**src/rtl/ctrl_pkg.sv**
```systemverilog
// rtl/ctrl_pkg.sv - state, opcode, mux-select and trap-cause encodings for multicycle_ctrl
package ctrl_pkg;

  typedef enum logic [3:0] {
    S_FETCH    = 4'd0,
    S_DECODE   = 4'd1,
    S_MEMADR   = 4'd2,
    S_MEMREAD  = 4'd3,
    S_MEMWB    = 4'd4,
    S_MEMWRITE = 4'd5,
    S_EXECR    = 4'd6,
    S_EXECI    = 4'd7,
    S_JAL      = 4'd8,
    S_JALR     = 4'd9,
    S_LUI      = 4'd10,
    S_AUIPC    = 4'd11,
    S_ALUWB    = 4'd12,
    S_BRANCH   = 4'd13,
    S_TRAP     = 4'd14
  } state_e;

  localparam logic [6:0] OP_LOAD   = 7'b0000011;
  localparam logic [6:0] OP_STORE  = 7'b0100011;
  localparam logic [6:0] OP_RTYPE  = 7'b0110011;
  localparam logic [6:0] OP_ITYPE  = 7'b0010011;
  localparam logic [6:0] OP_JAL    = 7'b1101111;
  localparam logic [6:0] OP_JALR   = 7'b1100111;
  localparam logic [6:0] OP_LUI    = 7'b0110111;
  localparam logic [6:0] OP_AUIPC  = 7'b0010111;
  localparam logic [6:0] OP_BRANCH = 7'b1100011;

  localparam logic [1:0] SRCA_PC    = 2'b00;
  localparam logic [1:0] SRCA_OLDPC = 2'b01;
  localparam logic [1:0] SRCA_RS1   = 2'b10;
  localparam logic [1:0] SRCA_ZERO  = 2'b11;

  localparam logic [1:0] SRCB_RS2  = 2'b00;
  localparam logic [1:0] SRCB_IMM  = 2'b01;
  localparam logic [1:0] SRCB_FOUR = 2'b10;

  localparam logic [1:0] RES_ALUOUT    = 2'b00;
  localparam logic [1:0] RES_DATA      = 2'b01;
  localparam logic [1:0] RES_ALURESULT = 2'b10;

  localparam logic [1:0] ALUOP_ADD    = 2'b00;
  localparam logic [1:0] ALUOP_BRANCH = 2'b01;
  localparam logic [1:0] ALUOP_FUNCT  = 2'b10;

  localparam logic [1:0] CAUSE_NONE    = 2'b00;
  localparam logic [1:0] CAUSE_ILLEGAL = 2'b01;
  localparam logic [1:0] CAUSE_TIMEOUT = 2'b10;

endpackage

```
**src/rtl/mctrl_wait_timer.sv**
```systemverilog
// rtl/mctrl_wait_timer.sv - saturating memory wait counter with timeout flag
module mctrl_wait_timer #(
  parameter int WAIT_MAX = 15,
  parameter int WAIT_W   = 4
) (
  input  logic clk_i,
  input  logic rst_ni,
  input  logic clr_i,
  input  logic en_i,
  output logic timeout_o
);

  localparam logic [WAIT_W-1:0] CNT_MAX = WAIT_W'(WAIT_MAX);

  logic [WAIT_W-1:0] cnt_q, cnt_d;

  always_comb begin
    cnt_d = cnt_q;
    if (clr_i)
      cnt_d = '0;
    else if (en_i && cnt_q != CNT_MAX)
      cnt_d = cnt_q + WAIT_W'(1);
  end

  always_ff @(posedge clk_i or negedge rst_ni) begin
    if (!rst_ni)
      cnt_q <= '0;
    else
      cnt_q <= cnt_d;
  end

  assign timeout_o = en_i && (cnt_q == CNT_MAX);

endmodule

```
**src/rtl/multicycle_ctrl.sv**
```systemverilog
// rtl/multicycle_ctrl.sv - multicycle RV32I control FSM with ready-based memory handshake
// MCTRL_TRAP_EN adds illegal-opcode and memory-timeout traps via mctrl_wait_timer.
module multicycle_ctrl
  import ctrl_pkg::*;
#(
  parameter int WAIT_MAX = 15,
  parameter int WAIT_W   = $clog2(WAIT_MAX + 1)
) (
  input  logic       clk,
  input  logic       reset_n,
  input  logic [6:0] op,
  input  logic       mem_ready,
  output logic       mem_req,
  output logic       PCUpdate,
  output logic       Branch,
  output logic       RegWrite,
  output logic       MemWrite,
  output logic       IRWrite,
  output logic       AdrSrc,
  output logic [1:0] ALUSrcA,
  output logic [1:0] ALUSrcB,
  output logic [1:0] ResultSrc,
  output logic [1:0] ALUOp,
  output logic       trap,
  output logic [1:0] trap_cause,
  output logic [3:0] state
);

  if (WAIT_MAX < 1 || WAIT_MAX > 255 || WAIT_W < 1) begin : g_bad_wait_cfg
    $error("multicycle_ctrl: WAIT_MAX must be within 1..255");
  end

  // run_q holds every output low from reset until the first clock edge after release
  logic   run_q;
  state_e state_q, state_d;
  logic   timeout;

  always_comb begin
    state_d = state_q;
    case (state_q)
      S_FETCH:    if (mem_ready) state_d = S_DECODE; else if (timeout) state_d = S_TRAP;
      S_DECODE: begin
        case (op)
          OP_LOAD, OP_STORE: state_d = S_MEMADR;
          OP_RTYPE:          state_d = S_EXECR;
          OP_ITYPE:          state_d = S_EXECI;
          OP_JAL:            state_d = S_JAL;
          OP_JALR:           state_d = S_JALR;
          OP_LUI:            state_d = S_LUI;
          OP_AUIPC:          state_d = S_AUIPC;
          OP_BRANCH:         state_d = S_BRANCH;
`ifdef MCTRL_TRAP_EN
          default:           state_d = S_TRAP;
`else
          default:           state_d = S_FETCH;
`endif
        endcase
      end
      S_MEMADR:   state_d = (op == OP_STORE) ? S_MEMWRITE : S_MEMREAD;
      S_MEMREAD:  if (mem_ready) state_d = S_MEMWB; else if (timeout) state_d = S_TRAP;
      S_MEMWRITE: if (mem_ready) state_d = S_FETCH; else if (timeout) state_d = S_TRAP;
      S_MEMWB, S_ALUWB, S_BRANCH: state_d = S_FETCH;
      S_EXECR, S_EXECI, S_LUI, S_AUIPC, S_JAL: state_d = S_ALUWB;
      S_JALR:     state_d = S_JAL;
      S_TRAP:     state_d = S_TRAP;
      default:    state_d = S_FETCH;
    endcase
  end

  always_comb begin
    mem_req   = 1'b0;
    PCUpdate  = 1'b0;
    Branch    = 1'b0;
    RegWrite  = 1'b0;
    MemWrite  = 1'b0;
    IRWrite   = 1'b0;
    AdrSrc    = 1'b0;
    ALUSrcA   = SRCA_PC;
    ALUSrcB   = SRCB_RS2;
    ResultSrc = RES_ALUOUT;
    ALUOp     = ALUOP_ADD;
    if (run_q) begin
      case (state_q)
        S_FETCH: begin
          mem_req   = 1'b1;
          ALUSrcB   = SRCB_FOUR;
          ResultSrc = RES_ALURESULT;
          IRWrite   = mem_ready;
          PCUpdate  = mem_ready;
        end
        S_DECODE:   begin ALUSrcA = SRCA_OLDPC; ALUSrcB = SRCB_IMM; end
        S_MEMADR:   begin ALUSrcA = SRCA_RS1;   ALUSrcB = SRCB_IMM; end
        S_MEMREAD:  begin mem_req = 1'b1; AdrSrc = 1'b1; end
        S_MEMWB:    begin RegWrite = 1'b1; ResultSrc = RES_DATA; end
        S_MEMWRITE: begin mem_req = 1'b1; AdrSrc = 1'b1; MemWrite = mem_ready; end
        S_EXECR:    begin ALUSrcA = SRCA_RS1; ALUSrcB = SRCB_RS2; ALUOp = ALUOP_FUNCT; end
        S_EXECI:    begin ALUSrcA = SRCA_RS1; ALUSrcB = SRCB_IMM; ALUOp = ALUOP_FUNCT; end
        S_JALR:     begin ALUSrcA = SRCA_RS1; ALUSrcB = SRCB_IMM; end
        S_JAL: begin
          ALUSrcA   = SRCA_OLDPC;
          ALUSrcB   = SRCB_FOUR;
          ResultSrc = RES_ALUOUT;
          PCUpdate  = 1'b1;
        end
        S_LUI:      begin ALUSrcA = SRCA_ZERO;  ALUSrcB = SRCB_IMM; end
        S_AUIPC:    begin ALUSrcA = SRCA_OLDPC; ALUSrcB = SRCB_IMM; end
        S_ALUWB:    begin RegWrite = 1'b1; ResultSrc = RES_ALUOUT; end
        S_BRANCH: begin
          ALUSrcA = SRCA_RS1;
          ALUSrcB = SRCB_RS2;
          ALUOp   = ALUOP_BRANCH;
          Branch  = 1'b1;
        end
        default: ;
      endcase
    end
  end

  assign state = run_q ? state_q : S_FETCH;

`ifdef MCTRL_TRAP_EN
  logic       trap_q;
  logic [1:0] cause_q;

  mctrl_wait_timer #(
    .WAIT_MAX (WAIT_MAX),
    .WAIT_W   (WAIT_W)
  ) u_wait_timer (
    .clk_i     (clk),
    .rst_ni    (reset_n),
    .clr_i     (run_q && (state_d != state_q)),
    .en_i      (mem_req && !mem_ready),
    .timeout_o (timeout)
  );

  always_ff @(posedge clk or negedge reset_n) begin
    if (!reset_n) begin
      run_q   <= 1'b0;
      state_q <= S_FETCH;
      trap_q  <= 1'b0;
      cause_q <= CAUSE_NONE;
    end else begin
      run_q <= 1'b1;
      if (run_q) begin
        state_q <= state_d;
        if (state_d == S_TRAP && state_q != S_TRAP) begin
          trap_q  <= 1'b1;
          cause_q <= (state_q == S_DECODE) ? CAUSE_ILLEGAL : CAUSE_TIMEOUT;
        end
      end
    end
  end

  assign trap       = trap_q;
  assign trap_cause = cause_q;
`else
  assign timeout = 1'b0;

  always_ff @(posedge clk or negedge reset_n) begin
    if (!reset_n) begin
      run_q   <= 1'b0;
      state_q <= S_FETCH;
    end else begin
      run_q <= 1'b1;
      if (run_q)
        state_q <= state_d;
    end
  end

  assign trap       = 1'b0;
  assign trap_cause = CAUSE_NONE;
`endif

endmodule

```
**config.mk**
```make
export PLATFORM = sky130hd
export DESIGN_NAME = multicycle_ctrl
export DESIGN_NICKNAME = d
export VERILOG_FILES = /design/src/rtl/ctrl_pkg.sv /design/src/rtl/mctrl_wait_timer.sv /design/src/rtl/multicycle_ctrl.sv
export SDC_FILE = /design/constraint.sdc
export NUM_CORES = 1
export LEC_CHECK = 0
export ABC_AREA = 1
export CORE_UTILIZATION = 42
export DETAILED_ROUTE_END_ITERATION = 6
export HOLD_SLACK_MARGIN = 0.15
export PLACE_DENSITY = 0.87
export SYNTH_ARGS = -nofsm -noshare
export SYNTH_HDL_FRONTEND = slang
export SYNTH_SLANG_ARGS = --single-unit
```
**constraint.sdc**
```tcl
create_clock -name clk -period 1.69 [get_ports clk]
set_clock_uncertainty 0.1 [all_clocks]
set_input_delay 0.338 -clock clk [delete_from_list [all_inputs] [get_ports clk]]
set_output_delay 0.338 -clock clk [all_outputs]
set_load 0.05 [all_outputs]
```
==> summary.md, run 1 <==
| Metric | Value |
|---|---|
| Status | `did not finish` |
| Last step reached | `4_1_cts` |
| Stop Error | `[ERROR DPL-0038] Utilization greater than 100%, impossible to legalize` |
| Synth top area cells | `nand2_1, dfrtp_1, nor2_1, inv_1, nand3_1` |
| Mapped Cells | `132` |
| Core Rows | `14` |
| Setup bufs post-CTS | `9` |
| CTS Hold Bufs | `0` |
| Post-synthesis simple-gate area fraction | `between 50% and 60%` |
| Clk buf depth | `2` |
| I/O pin count | `32` |
| H-tree levels | `1` |
| Final HPWL DP | `~2600 µm` |
| Starting Density | `47.0%` |
| Post-synthesis register bit count | `5` |
| Syn Area/Cell | `5.68 µm²` |
| Top cell type's share of synthesized area | `20.0%` |
| Post-synthesis cell type count | `27` |
| Width of the die | `44.2 µm` |
| Num CTS Buffers | `3` |
| Largest family of logic cells by synthesized area | `simple AND/OR/NAND/NOR gates` |
| Synth Area in Adders | `0%` |
| Mapped cell area | `749 µm²` |
| Synth Area in Compound Gates | `11.0%` |
| Asr flop ratio synth | `100%` |
| Root buf cell | `clkbuf_4` |
| RePlAce Congestion | `0.879` |
| Placement Setup Slack | `-0.155 ns` |
| Synth Area in XOR/XNOR | `0%` |
| Die height | `44.2 µm` |
| Post-synth top flop | `dfrtp_1` |
| Sink Count | `5` |
| Post-synth EDFFs | `0` |
| Resized Gates After CTS | `33` |
| Synthesis Warnings | `0` |
| Sequential share of the synthesized area | `16.7%` |
| Mux cell area share after synthesis | `0%` |
| Biggest area consumer among synthesized cells | `nand2_1` |
| Port Buffers | `28` |
-- per-stage QoR --
stage	cells	hold WS [ns]	utilization (%)	instance area, µm²
after floorplan	134	-0.0576	-	793
after global placement	196	0.458	87.2	1390
after detailed placement	196	0.474	87.2	1390
-- Yosys cell counts (2+ instances only) --
master   number
a21oi_1       3
nand4_1       2
conb_1        2
buf_6         2
nand3_1       9
nor2_1       23
inv_2         2
nor3_1        2
nor2_2        2
o21ai_0       4
dfrtp_1       5
nand2_1      40
o21ai_1       2
inv_1        18
buf_4         4
-- kinds of logic after synthesis --
family,Yosys count
and+or+nand+nor,83
buffers and inverters,29
AOI/OAI and AO/OA,13
DFF,5
other,2
==> run 2: changes to the inputs <==
--- a/config.mk
+++ b/config.mk
@@ -6,10 +6,10 @@
 export NUM_CORES = 1
 export LEC_CHECK = 0
 export ABC_AREA = 1
-export CORE_UTILIZATION = 42
+export CORE_AREA = 2 2 63 65
 export DETAILED_ROUTE_END_ITERATION = 6
-export HOLD_SLACK_MARGIN = 0.15
-export PLACE_DENSITY = 0.87
+export DIE_AREA = 0 0 65 67
+export PLACE_DENSITY_LB_ADDON = 0.15
 export SYNTH_ARGS = -nofsm -noshare
 export SYNTH_HDL_FRONTEND = slang
 export SYNTH_SLANG_ARGS = --single-unit
==> run 2 against run 1 <==
The flow now finishes, with violations (setup timing). Area after synthesis stayed put. Synthesized cell count did not move.
==> summary.md, run 2 <==
| Metric | Value |
|---|---|
| Status | `complete, but fails checks` |
| Failing checks | `setup timing` |
| Worst R2R Start | `state_q[3]` |
| Worst Path Required | `1.25 ns` |
| Post-synthesis register bit count | `5` |
| Net count, final | `199` |
| I/O pin count | `32` |
| Routed WL per cell | `9.94 µm` |
| CTS tree | `built` |
| Asr flop ratio synth | `100%` |
| DRT Wirelength | `2350 µm` |
| Crit-path max FO | `4` |
| GR peak layer | `met2` |
| Register with the most flip-flops | `state_q` |
| Drt drc | `0` |
| Most frequent cells in the layout | `nand2_1, buf_4, buf_12` |
| Max FFs per register | `4` |
| Leading cell type in the layout, fill and taps excluded | `nand2_1` |
| FMAX | `0.546 GHz` |
| DIE AREA | `between 0.004 and 0.005 mm²` |
| DR iter-0 viols | `21` |
| Die height | `67 µm` |
| Critical Path Sink Type | `primary output` |
| Period utilisation layout | `108%` |
| Final HPWL DP | `1970 µm` |
| All-Layer GR Usage | `12.1%` |
| Met3 usage | `between 3 and 4%` |
| Remaining antenna violation count | `0` |
| Top Registers | `state_q: 4 flops, run_q: 1 flops` |
| Synthesis Warnings | `0` |
| Width of the die | `65 µm` |
| Kind of critical path | `flip-flop to primary output` |
| Post-synthesis cell type count | `27` |
| Routed via count | `a little under 1000` |
| Top cell type's share of synthesized area | `20.0%` |
| Commonest cells post-synth | `nand2_1, nor2_1, inv_1` |
| Drt pass-1 iters | `4` |
| H-tree levels | `1` |
| Final Critical Period | `1.83 ns` |
| Unrepaired setup endpoints after global routing | `yes` |
| Fraction of layout cells with a size suffix above 1 | `between 40% and 50%` |
| Startpoint Class | `flip-flop` |
| Biggest area consumer among synthesized cells | `nand2_1` |
| Gr ovfl total | `0` |
| Worst hold margin | `0.230 ns` |
| GRT met1 Usage | `11.1%` |
| Sequential share of the synthesized area | `16.7%` |
| Diodes inserted | `0` |
| Area grow syn2layout | `119%` |
| Setup ws final | `-0.142 ns` |
| Post-synth top flop | `dfrtp_1` |
| Final Util | `45.6%` |
| R2r endpoint | `state_q[1]` |
| Core Rows | `22` |
| GR Layer Usage met2 | `about a quarter` |
| Clk buf depth | `2` |
| Setup violators final | `15` |
| Sink Count | `5` |
| CP arrival | `1.39 ns` |
| Hold Crit Class | `input pin to asynchronous set/reset pin` |
| Dominant cell by count in the synthesized netlist | `nand2_1` |
| Mapped cell area | `749 µm²` |
| RePlAce Congestion | `0.785` |
| Num CTS Buffers | `3` |
| Core area | `between 0.003 and 0.004 mm²` |
| Final-report hold violation count | `0` |
| LEAKAGE | `0.000770 µW` |
| Skew-Pair Late Insertion Delay | `0.23 ns` |
| Antenna violations before repair | `0` |
| FF-to-FF setup slack | `0.06 ns` |
| Root buf cell | `clkbuf_8` |
| Port Buffers | `28` |
| R2R cell count | `10` |
| Via/cell ratio | `a little over 4` |
| Starting Density | `20.8%` |
| Vias in the first global route | `1006` |
| Clock transition at path regs | `~0.04 ns` |
| Post-synth EDFFs | `0` |
| Worst VDD drop | `~0.47 mV` |
| MaxCap Viol Count | `0` |
| CTS Hold Bufs | `0` |
| Mapped Cells | `between 100 and 150` |
| Pins over their slew limit | `0` |
| PD cells | `1600 mW/mm²` |
| Global-route wire length before repair | `4130 µm` |
| Syn Area/Cell | `5.68 µm²` |
| Synth top area cells | `nand2_1, dfrtp_1, nor2_1, inv_1, nand3_1` |
| Largest net degree at the start of global routing | `10` |
-- run 2: cells by family (layout without fill, tap and decap cells) --
kind of cell,count (synthesis),count (layout),synth area share (%)
buf+inv,29,83,19.0
flops,5,5,16.7
other cells,2,4,1.00
compound gates,13,13,11.0
simple gates,83,83,52.3
-- run 2: where the power goes --
part | internal [µW] | switching (µW)
Sequential | 166 | 76.9
Clock | 162 | 63.9
Combinational | 998 | 1160
Total | 1330 | 1300
-- run 2: cell type report --
cell class / instances / area (µm²)
fill: 357 / 1960
multi-input combinational: 100 / 607
inverter: 22 / 92.6
clock buffer: 4 / 45.0
timing repair buffer: 57 / 708
sequential: 5 / 131
tap: 48 / 60.1
-- run 2: per-stage QoR --
step           setup WS (ns)  area [µm²]  cells  power (µW)  setup TNS [ns]
2_1_floorplan         -0.128         793    134        1250           -1.17
3_3_place_gp         -0.0702        1440    224        2120          -0.222
3_5_place_dp         -0.0957        1440    224        2130          -0.259
4_1_cts               -0.155        1590    235        2550           -1.69
5_1_grt               -0.195        1640    236        2790           -2.30
6_report              -0.142        1640    236        2630           -1.25
-- run 2: worst max-delay path by stage --
stage          cells past startpoint  slack [ns]  startpoint      endpoint
2_1_floorplan                      4       -0.13  state_q[1]       IRWrite
3_3_place_gp                       4       -0.07   mem_ready       IRWrite
4_1_cts                            4       -0.15  state_q[0]  ResultSrc[1]
3_5_place_dp                       4        -0.1   mem_ready       IRWrite
6_report                           7       -0.14  state_q[2]    ALUSrcA[0]
5_1_grt                            5       -0.19  state_q[1]       mem_req
-- run 2: worst max-delay path, stage by stage (launching register included) --
cell and delay (ns):
dfrtp_2 0.44, buf_6 0.14, inv_1 0.06, nand2_1 0.06, nor2_2 0.12, nor2_2 0.06
nor2_2 0.14, buf_12 0.15
-- run 2: repair_timing --
item	4_1_cts	5_1_grt
buffers inserted	7	1
gates resized for setup	20	16
setup endpoints to repair	16	19
pin swaps	4	6
-- run 2: per-layer routing --
layer | share of wire [%] | vias up
met4 | 1.2 | 0
li1 | - | 512
met3 | 6.2 | 3
met2 | 57 | 29
met1 | 36 | 422
met5 | 0 | -
No activity file was read; power rests on OpenSTA's default activity.
